## src/rtl/oled_spi_write.sv

```systemverilog
// rtl/oled_spi_write.sv - SSD1306 4-wire SPI byte transmitter, mode 0, MSB first.
// One byte per ena_write strobe; CS released and write_done pulsed after a CS hold.
module oled_spi_write #(
  parameter int CLK_DIV = 4
) (
  input  logic       clk,
  input  logic       rst,
  input  logic       ena_write,
  input  logic       dc_in,
  input  logic [7:0] data,
  output logic       write_done,
  output logic       busy,
  output logic       oled_sclk,
  output logic       oled_sdin,
  output logic       oled_cs_n,
  output logic       oled_dc
);

  typedef enum logic [2:0] {
    S_IDLE,
    S_LOW,
    S_HIGH,
    S_HOLD,
    S_DONE
  } state_t;

  localparam logic [7:0] DIV_LAST = 8'(CLK_DIV - 1);

  state_t      state_q, state_d;
  logic [7:0]  div_cnt_q, div_cnt_d;
  logic [2:0]  bit_cnt_q, bit_cnt_d;
  logic [7:0]  shift_q, shift_d;
  logic        done_q, done_d;
  logic        busy_q, busy_d;
  logic        sclk_q, sclk_d;
  logic        sdin_q, sdin_d;
  logic        cs_n_q, cs_n_d;
  logic        dc_q, dc_d;
  logic        div_end;

  assign div_end = (div_cnt_q == DIV_LAST);

  always_ff @(posedge clk or posedge rst) begin
    if (rst) begin
      state_q   <= S_IDLE;
      div_cnt_q <= 8'd0;
      bit_cnt_q <= 3'd0;
      shift_q   <= 8'd0;
      done_q    <= 1'b0;
      busy_q    <= 1'b0;
      sclk_q    <= 1'b0;
      sdin_q    <= 1'b0;
      cs_n_q    <= 1'b1;
      dc_q      <= 1'b1;
    end else begin
      state_q   <= state_d;
      div_cnt_q <= div_cnt_d;
      bit_cnt_q <= bit_cnt_d;
      shift_q   <= shift_d;
      done_q    <= done_d;
      busy_q    <= busy_d;
      sclk_q    <= sclk_d;
      sdin_q    <= sdin_d;
      cs_n_q    <= cs_n_d;
      dc_q      <= dc_d;
    end
  end

  always_comb begin
    state_d   = state_q;
    div_cnt_d = div_cnt_q;
    bit_cnt_d = bit_cnt_q;
    shift_d   = shift_q;
    done_d    = done_q;
    busy_d    = busy_q;
    sclk_d    = sclk_q;
    sdin_d    = sdin_q;
    cs_n_d    = cs_n_q;
    dc_d      = dc_q;

    case (state_q)
      S_IDLE: begin
        if (ena_write) begin
          shift_d   = data;
          dc_d      = dc_in;
          cs_n_d    = 1'b0;
          sdin_d    = data[7];
          bit_cnt_d = 3'd0;
          div_cnt_d = 8'd0;
          busy_d    = 1'b1;
          state_d   = S_LOW;
        end
      end
      S_LOW: begin
        if (div_end) begin
          div_cnt_d = 8'd0;
          sclk_d    = 1'b1;
          state_d   = S_HIGH;
        end else begin
          div_cnt_d = div_cnt_q + 8'd1;
        end
      end
      S_HIGH: begin
        if (div_end) begin
          div_cnt_d = 8'd0;
          sclk_d    = 1'b0;
          if (bit_cnt_q == 3'd7) begin
            state_d = S_HOLD;
          end else begin
            // Rotate rather than shift: the bits leaving the top are never reused.
            shift_d   = {shift_q[6:0], shift_q[7]};
            sdin_d    = shift_q[6];
            bit_cnt_d = bit_cnt_q + 3'd1;
            state_d   = S_LOW;
          end
        end else begin
          div_cnt_d = div_cnt_q + 8'd1;
        end
      end
      S_HOLD: begin
        if (div_end) begin
          div_cnt_d = 8'd0;
          cs_n_d    = 1'b1;
          done_d    = 1'b1;
          state_d   = S_DONE;
        end else begin
          div_cnt_d = div_cnt_q + 8'd1;
        end
      end
      S_DONE: begin
        done_d  = 1'b0;
        busy_d  = 1'b0;
        state_d = S_IDLE;
      end
      default: state_d = S_IDLE;
    endcase
  end

  assign write_done = done_q;
  assign busy       = busy_q;
  assign oled_sclk  = sclk_q;
  assign oled_sdin  = sdin_q;
  assign oled_cs_n  = cs_n_q;
  assign oled_dc    = dc_q;

endmodule
```

## config.mk

```make
export PLATFORM = sky130hd
export DESIGN_NAME = oled_spi_write
export DESIGN_NICKNAME = d
export VERILOG_FILES = /design/src/rtl/oled_spi_write.sv
export SDC_FILE = /design/constraint.sdc
export NUM_CORES = 1
export LEC_CHECK = 0
export CORE_MARGIN = 2
export CORE_UTILIZATION = 54
export DETAILED_ROUTE_END_ITERATION = 7
export PLACE_DENSITY = 0.87
export SLEW_MARGIN = 20
export SYNTH_ARGS = -nofsm -noshare
export SYNTH_HDL_FRONTEND = slang
export SYNTH_SLANG_ARGS = --single-unit
```

## constraint.sdc

```tcl
create_clock -name clk -period 2.3 [get_ports clk]
set_clock_uncertainty 0.05 [all_clocks]
set_input_delay 0.23 -clock clk [delete_from_list [all_inputs] [get_ports clk]]
set_output_delay 0.23 -clock clk [all_outputs]
set_load 0.005 [all_outputs]
```

After elaboration in Yosys (flattened, before gate mapping)
Index checks and enable logic that the tools add are counted.

Word-level logic and storage cells: 68. Memory bits (writable): 0. Bits of input ports: 12. Register bits: 28. Memory bits (read-only): 0. Latch bits: 0. Memories: 0. Output and inout port bits: 6.

Shift operators: 0. Divide/modulo/power cells: 0. Order comparisons: 0. $mul: 0. $add $sub $neg: 2. Muxes and demuxes: 29. Reduce and logical (&&, ||, !) cells: 16. Eq/ne operators: 11. Bitwise gates (word level): 0.

Operator list (count): 2-to-1 mux 8 bit (5); one-hot mux 8 bit (2 select lines) (2); 2-to-1 mux 3 bit (7); one-hot mux 3 bit (4 select lines) (1); nonzero test 2 bit (6); inequality test 2 bit (second input constant) (5); one-hot mux 1 bit (2 select lines) (5); adder 8 x 1 -> 8 bit (second input constant) (1); equality test 8 x 2 -> 1 bit (second input constant) (1); AND reduction 2 bit (4); AND reduction 4 bit (2); 2-to-1 mux 1 bit (7); equality test 3 x 2 -> 1 bit (second input constant) (2); equality test 3 bit (second input constant) (2); one-hot mux 3 bit (2 select lines) (1); AND reduction 3 bit (2); adder 3 x 1 -> 3 bit (second input constant) (1); equality test 3 x 1 -> 1 bit (second input constant) (1); zero test 3 bit (1); OR reduction 3 bit (1); 2-to-1 mux 2 bit (1).

Logic depth before layout (Yosys ltp)
Gate-level depths: netlist of the first run.

Word-level depth: 4. Mapped depth: 6. Mapped depth without buffers: 6.

Worst setup path after synthesis of the first run
No wires, ideal clock.

Path type: flip-flop to flip-flop. From: reg state_q[0]. To: reg shift_q[0]. Arrival time: 1.684 ns. Stages on the path, launching flop included: 6. Path slack: 0.441 ns. Buffers on the path: 2. Period minus slack after synthesis: 1.859 ns. Library setup time: 0.125 ns. Path through: dfrtp_1 -> buf_6 -> nor3b_4 -> buf_2 -> mux2_2 -> mux2_4.

Cells in the longest elaborated chain, start to end: 3. Elaborated cells on any way between the ends: 8.

Ends and longest elaborated chain: start, declared (RTL line 29) `state_t state_q, state_d;`; start signal, assigned (RTL line 56) `state_q <= state_d;`; equality test 3 x 2 -> 1 bit or zero test 3 bit (tied branches) (RTL line 81) `case (state_q)`; inequality test 2 bit (no line) or nonzero test 2 bit (tied branches); AND reduction 4 bit (no line); end signal, assigned (RTL line 59) `shift_q <= shift_d;`; end, declared (RTL line 32) `logic [7:0] shift_q, shift_d;`.

Several ways; a longest one is shown, not always the timed one. A chain may end at the register's enable or synchronous reset.

Final worst setup path of the first run
From: reg state_q[0]. To: reg shift_q[3].

Same word-level chain as after synthesis.

==> results.toml, run 1 <==
[outcome]
status = "complete, no violations"

[floorplanning]
fp.dieW_um = 56.4
rows = 18
initial_core_util = 0.582
coreArea_mm2 = 0.00254
die_y_um = 56.4
io_pins = 18
die-area_mm2 = 0.00318

[synthesis]
synth_cell_types = 38
synth_area_mm2 = 0.00148
synth-warning-count = 0
syn_nets = 147
synthTopCellsByArea = "dfrtp_1 (42%), mux2_4 (8.1%), mux2_2 (6.8%), dfstp_2 (3.5%), xnor2_1 (3.0%)"
synthCells = 132
synth_top_area_frac = 0.422
syn_area_per_cell_um2 = 11.2
ys_seq_elements = 27
ys_seq_area_frac = 0.458
synth_area_leader_cell = "dfrtp_1"

[critical_path]
start_kind = "flip-flop"
reg2reg_from = "state_q[0]"
worstPathMaxFanout = 8
r2r_cells = 4
r2r_end = "shift_q[3]"
ff2ff_setup_slack_ns = 0.37
crit_path_end_kind = "flip-flop"
worst_ep_required_time_ns = 2.46
arrival_ns = 2.10
crit_type = "flip-flop to flip-flop"

[route]
initialDrtViolationCount = 33
route.detailed.drc = 0
routedWlPerCell_um = 15.2
vias_per_cell = 5.74
num_vias = 1039
ant_nets = 0
first_pass_iters = 4
routed_wl_um = 2750

[clocking]
cts.clk_slew.worst_paths_ns = 0.14
cts_setup_buffers = 0
cts_root_buf = "clkbuf_4"
clockBufferDepth = 2
cts_resized = 0
cts_made_buffers = 3
tritoncts = "built"
cts.sinks = 27
clk_latency_ns = 0.32
htree_num_levels = 1
postCtsHoldBufs = 0

[global_route]
grtUsageTotal = 0.183
grt.overflow.total = 0
first_global_vias = 1029
antenna_found_initial = 0
grt_pass1_wl_um = 4710
grt_max_degree = 28

[pwr]
p_leak_nw = 0.699
p_per_area_mw_per_mm2 = 437
peakVddDrop_v = 0.000363

[placement]
pre_cts_slack_ns = 0.143
gp_congestion = 0.875
port_buffers = 17
dpl_cell_area_mm2 = 0.00168
dp.final_hpwl_um = 2010

[final_layout]
final_common_cell = "dfrtp_1"
final_cell_mix = "dfrtp_1 (25), clkdlybuf4s50_1 (17), nor2_1 (10)"
final_util = 0.670
antenna_cells = 0
syn_to_final_growth_pct = 15.0
nets = 167
design_area_mm2 = 0.00170
drive_above_1_share = 0.225

[timing]
fmax_ghz = 0.517
whs_ns = 0.195
finalMaxSlewViolations = 0
setup_tns_ns = 0
rsz0062_at_grt = "false"
period_minus_slack_ns = 1.93
setup_violations = 0
tightestPinTransition_ns = 0.471
fin_crit_sh = 0.841
setup_slack_ns = 0.367
slew_headroom = 0.685
hold_violations = 0

[hold_path]
worstHoldPathType = "input port to asynchronous set/reset pin"

[run]
drv_cap = 0
-- flip-flops by register name, summed over array words and instances (netlist names) --
register and cells:
bit_cnt_q 3, busy 1, div_cnt_q 8, oled_cs_n 1, oled_dc 1, oled_sclk 1
shift_q 8, state_q 3, write_done 1
-- worst max-delay path, stage by stage, from the launching register on --
cell     delay (ns)
dfrtp_1        0.52
nor4b_2        0.44
a21oi_2        0.13
a21oi_4        0.35
mux2_4         0.34
-- routing by layer --
metal,global-route usage,vias up,part of all wire
li1,-,516,-
met1,0.239,494,0.44
met2,0.314,29,0.51
met3,0.0369,0,0.041
met4,0.0408,0,0
met5,0,-,0
-- kinds of logic (layout without fill, tap and decap cells) --
family	Yosys count	count (layout)	synth area share
fa+ha+maj	3	3	0.0253
xor+xnor	5	5	0.0296
compound gates	21	21	0.0988
mux	18	18	0.156
buf+inv	11	30	0.0405
flops	27	27	0.458
simple gates	47	47	0.192
-- layout make-up --
type / instances / area [um2]
fill: 190 / 841
multi-input combinational: 94 / 743
sequential: 27 / 678
timing repair buffer: 21 / 200
tap: 30 / 37.5
clock buffer: 4 / 26.3
inverter: 5 / 18.8
-- power by group --
part	total [mW]	switching, mW	internal, mW	leakage [nW]
combinational	0.0541	0.0181	0.0360	0.358
sequential	0.489	0.00498	0.484	0.325
clock	0.201	0.134	0.0677	0.0150
-- cell usage after synthesis --
cell and number:
or4_1 1, mux2_2 9, ha_1 3, a211oi_1 1, nor3b_4 1, a21oi_2 1
nand4_1 4, o221a_2 1, nand2b_1 1, o41ai_1 2, nor4_4 1, nand2_1 9
or4b_1 1, and3_1 1, nor3_1 4, mux2_4 8, mux2i_1 1, clkbuf_1 1
nand3_1 7, and3_2 1, a21oi_4 1, nor4_1 1, buf_2 3, o21a_1 1
nand4b_1 2, buf_6 2, a211o_1 1, o2bb2ai_1 1, dfstp_2 2, nand3_2 1
inv_1 5, nor2b_1 1, dfrtp_1 25, o21ai_0 7, nor4b_2 1, a21oi_1 5
nor2_1 10, xnor2_1 5
-- through the flow --
| stage | cells | total power, mW |
|---|---|---|
| after floorplan | 132 | 0.521 |
| after global placement | 177 | 0.549 |
| after detailed placement | 177 | 0.552 |
| after CTS | 181 | 0.752 |
| after global routing | 181 | 0.775 |
| final | 181 | 0.744 |
-- worst max-delay path by stage --
stage / cells past startpoint / slack, ns / endpoint / startpoint
after floorplan: 5 / 0.44 / shift_q[0] / state_q[0]
after global placement: 5 / 0.26 / shift_q[4] / ena_write
after detailed placement: 5 / 0.14 / shift_q[1] / ena_write
after CTS: 4 / 0.35 / shift_q[3] / div_cnt_q[4]
after global routing: 4 / 0.24 / shift_q[1] / div_cnt_q[4]
final: 4 / 0.37 / shift_q[3] / state_q[0]
Power figures use the tool's default switching activity.
==> run 2: changes to the inputs <==
==> constraint.sdc (replaced) <==
create_clock -name clk -period 1.8 [get_ports clk]
set_clock_uncertainty 0.05 [all_clocks]
set_input_delay 0.18 -clock clk [delete_from_list [all_inputs] [get_ports clk]]
set_output_delay 0.18 -clock clk [all_outputs]
set_load 0.005 [all_outputs]
==> run 2 against run 1 <==
Sequential cell count is the same. Clock-buffer cell count unchanged. First-iteration DRC count increased by 21%. Largest power group unchanged. Worst setup slack worse by 0.32 ns.
==> results.toml, run 2 (synthesis results as in run 1) <==
[global_route]
antenna_found_initial = 0
grt.overflow.total = 0
grt_max_degree = 28
grtUsageTotal = 0.196
first_global_vias = 1091
grt_pass1_wl_um = 4840

[timing]
slew_headroom = 0.714
hold_violations = 0
tightestPinTransition_ns = 0.427
finalMaxSlewViolations = 0
fin_crit_sh = 0.976
setup_slack_ns = 0.0428
whs_ns = 0.133
period_minus_slack_ns = 1.76
fmax_ghz = 0.569
setup_tns_ns = 0
setup_violations = 0

[pwr]
power_uw = 951
p_leak_nw = 0.764
intPower_uw = 752
power.switching_uw = 199
peakVddDrop_v = 0.000477
switching_share = 0.209
pwr-share-clk = 0.271
power_frac_comb = 0.073
p_per_area_mw_per_mm2 = 517
sequentialPowerShare = 0.656

[floorplanning]
die_y_um = 56.4
rows = 18
die-area_mm2 = 0.00318
initial_core_util = 0.582
io_pins = 18
coreArea_mm2 = 0.00254
fp.dieW_um = 56.4

[final_layout]
final_cell_mix = "dfrtp_1 (25), clkdlybuf4s50_1 (17), buf_4 (14)"
top_regs = "div_cnt_q (8), shift_q (8)"
final_common_cell = "dfrtp_1"
antenna_cells = 0
fin_cells = 193
nets = 179
syn_to_final_growth_pct = 24.3
drive_above_1_share = 0.301

[clocking]
cts.sinks = 27
clockBufferDepth = 2
cts_made_buffers = 3
clk_latency_ns = 0.32
cts.clk_slew.worst_paths_ns = 0.13
tritoncts = "built"
cts_root_buf = "clkbuf_4"
htree_num_levels = 1

[route]
initialDrtViolationCount = 40
ant_nets = 0
vias_per_cell = 5.90
routed_wl_um = 2930
num_vias = 1138
route.detailed.drc = 0
routedWlPerCell_um = 15.2
first_pass_iters = 5

[critical_path]
ff2ff_setup_slack_ns = 0.04
reg2reg_from = "div_cnt_q[6]"
crit_type = "flip-flop to flip-flop"
start_kind = "flip-flop"
worstPathMaxFanout = 8
worst-path-buf-inv = 1
cp_cell_sequence = "nor4_4, nand3_2, a21oi_4, buf_12, mux2_4"
arrival_ns = 1.93
worst_ep_required_time_ns = 1.98
r2r_end = "shift_q[4]"
crit_family = "simple AND/OR/NAND/NOR gates"
max_stage_delay_ns = 0.43
r2r_cells = 5
crit_path_end_kind = "flip-flop"
cp_slowest_cell = "dfrtp_1"

[run]
drv_cap = 0

[placement]
pre_cts_slack_ns = -0.0520
dp.final_hpwl_um = 2130
port_buffers = 17
dp.cells = 186
gp_congestion = 0.744

[outcome]
status = "complete, no violations"

[hold_path]
worstHoldPathType = "input port to asynchronous set/reset pin"
==> run 2: area by class of cell <==
type | instances | area (um2)
well taps | 30 | 37.5
multi-input cells | 94 | 766
clock buffers | 4 | 26.3
flip-flops and latches | 27 | 678
repair buffers | 33 | 315
inverters | 5 | 18.8
fillers | 180 | 703
==> run 2: how the worst max path moves through the flow <==
stage / cells past startpoint / slack (ns) / from / endpoint
2_1_floorplan: 5 / -0.01 / state_q[2] / shift_q[0]
3_3_place_gp: 6 / -0.0005 / ena_write / shift_q[4]
3_5_place_dp: 6 / -0.05 / ena_write / shift_q[4]
4_1_cts: 7 / 0.02 / bit_cnt_q[0] / shift_q[4]
5_1_grt: 5 / -0.02 / div_cnt_q[6] / shift_q[4]
6_report: 5 / 0.04 / div_cnt_q[6] / shift_q[4]
==> run 2: worst register-to-register path: stages, from the launching register on <==
cell and delay (ns):
dfrtp_1 0.43, nor4_4 0.36, nand3_2 0.17, a21oi_4 0.19, buf_12 0.15, mux2_4 0.30
==> run 2: stage by stage <==
stage | area, um2 | util
final | 1840 | 0.724
after global routing | 1840 | 0.724
after CTS | 1800 | 0.707
after detailed placement | 1770 | 0.696
after global placement | 1770 | 0.696
after floorplan | 1490 | -
==> run 2: metal layers <==
| layer | vias to the layer above | wire (um) | track usage |
|---|---|---|---|
| li1 | 546 | - | - |
| met1 | 557 | 1350 | 0.249 |
| met2 | 31 | 1450 | 0.333 |
| met3 | 4 | 91 | 0.0276 |
| met4 | 0 | 48 | 0.0816 |
| met5 | - | 0 | 0 |
==> run 2: repair_timing <==
item / CTS / global route
gates resized for setup: 1 / 4
setup buffers: 0 / 3
pin swaps: 0 / 1
cloned: 0 / 0
hold buffers: 0 / 0
endpoints found under the setup margin: 5 / 13
==> run 2: power groups by stage <==
stage | clock network [mW] | registers [mW] | logic [mW]
final | 0.257 | 0.624 | 0.0696
after global routing | 0.281 | 0.626 | 0.0765
after CTS | 0.261 | 0.624 | 0.0709
after detailed placement | 0 | 0.635 | 0.0714
after global placement | 0 | 0.635 | 0.0686
after floorplan | 0 | 0.633 | 0.0327
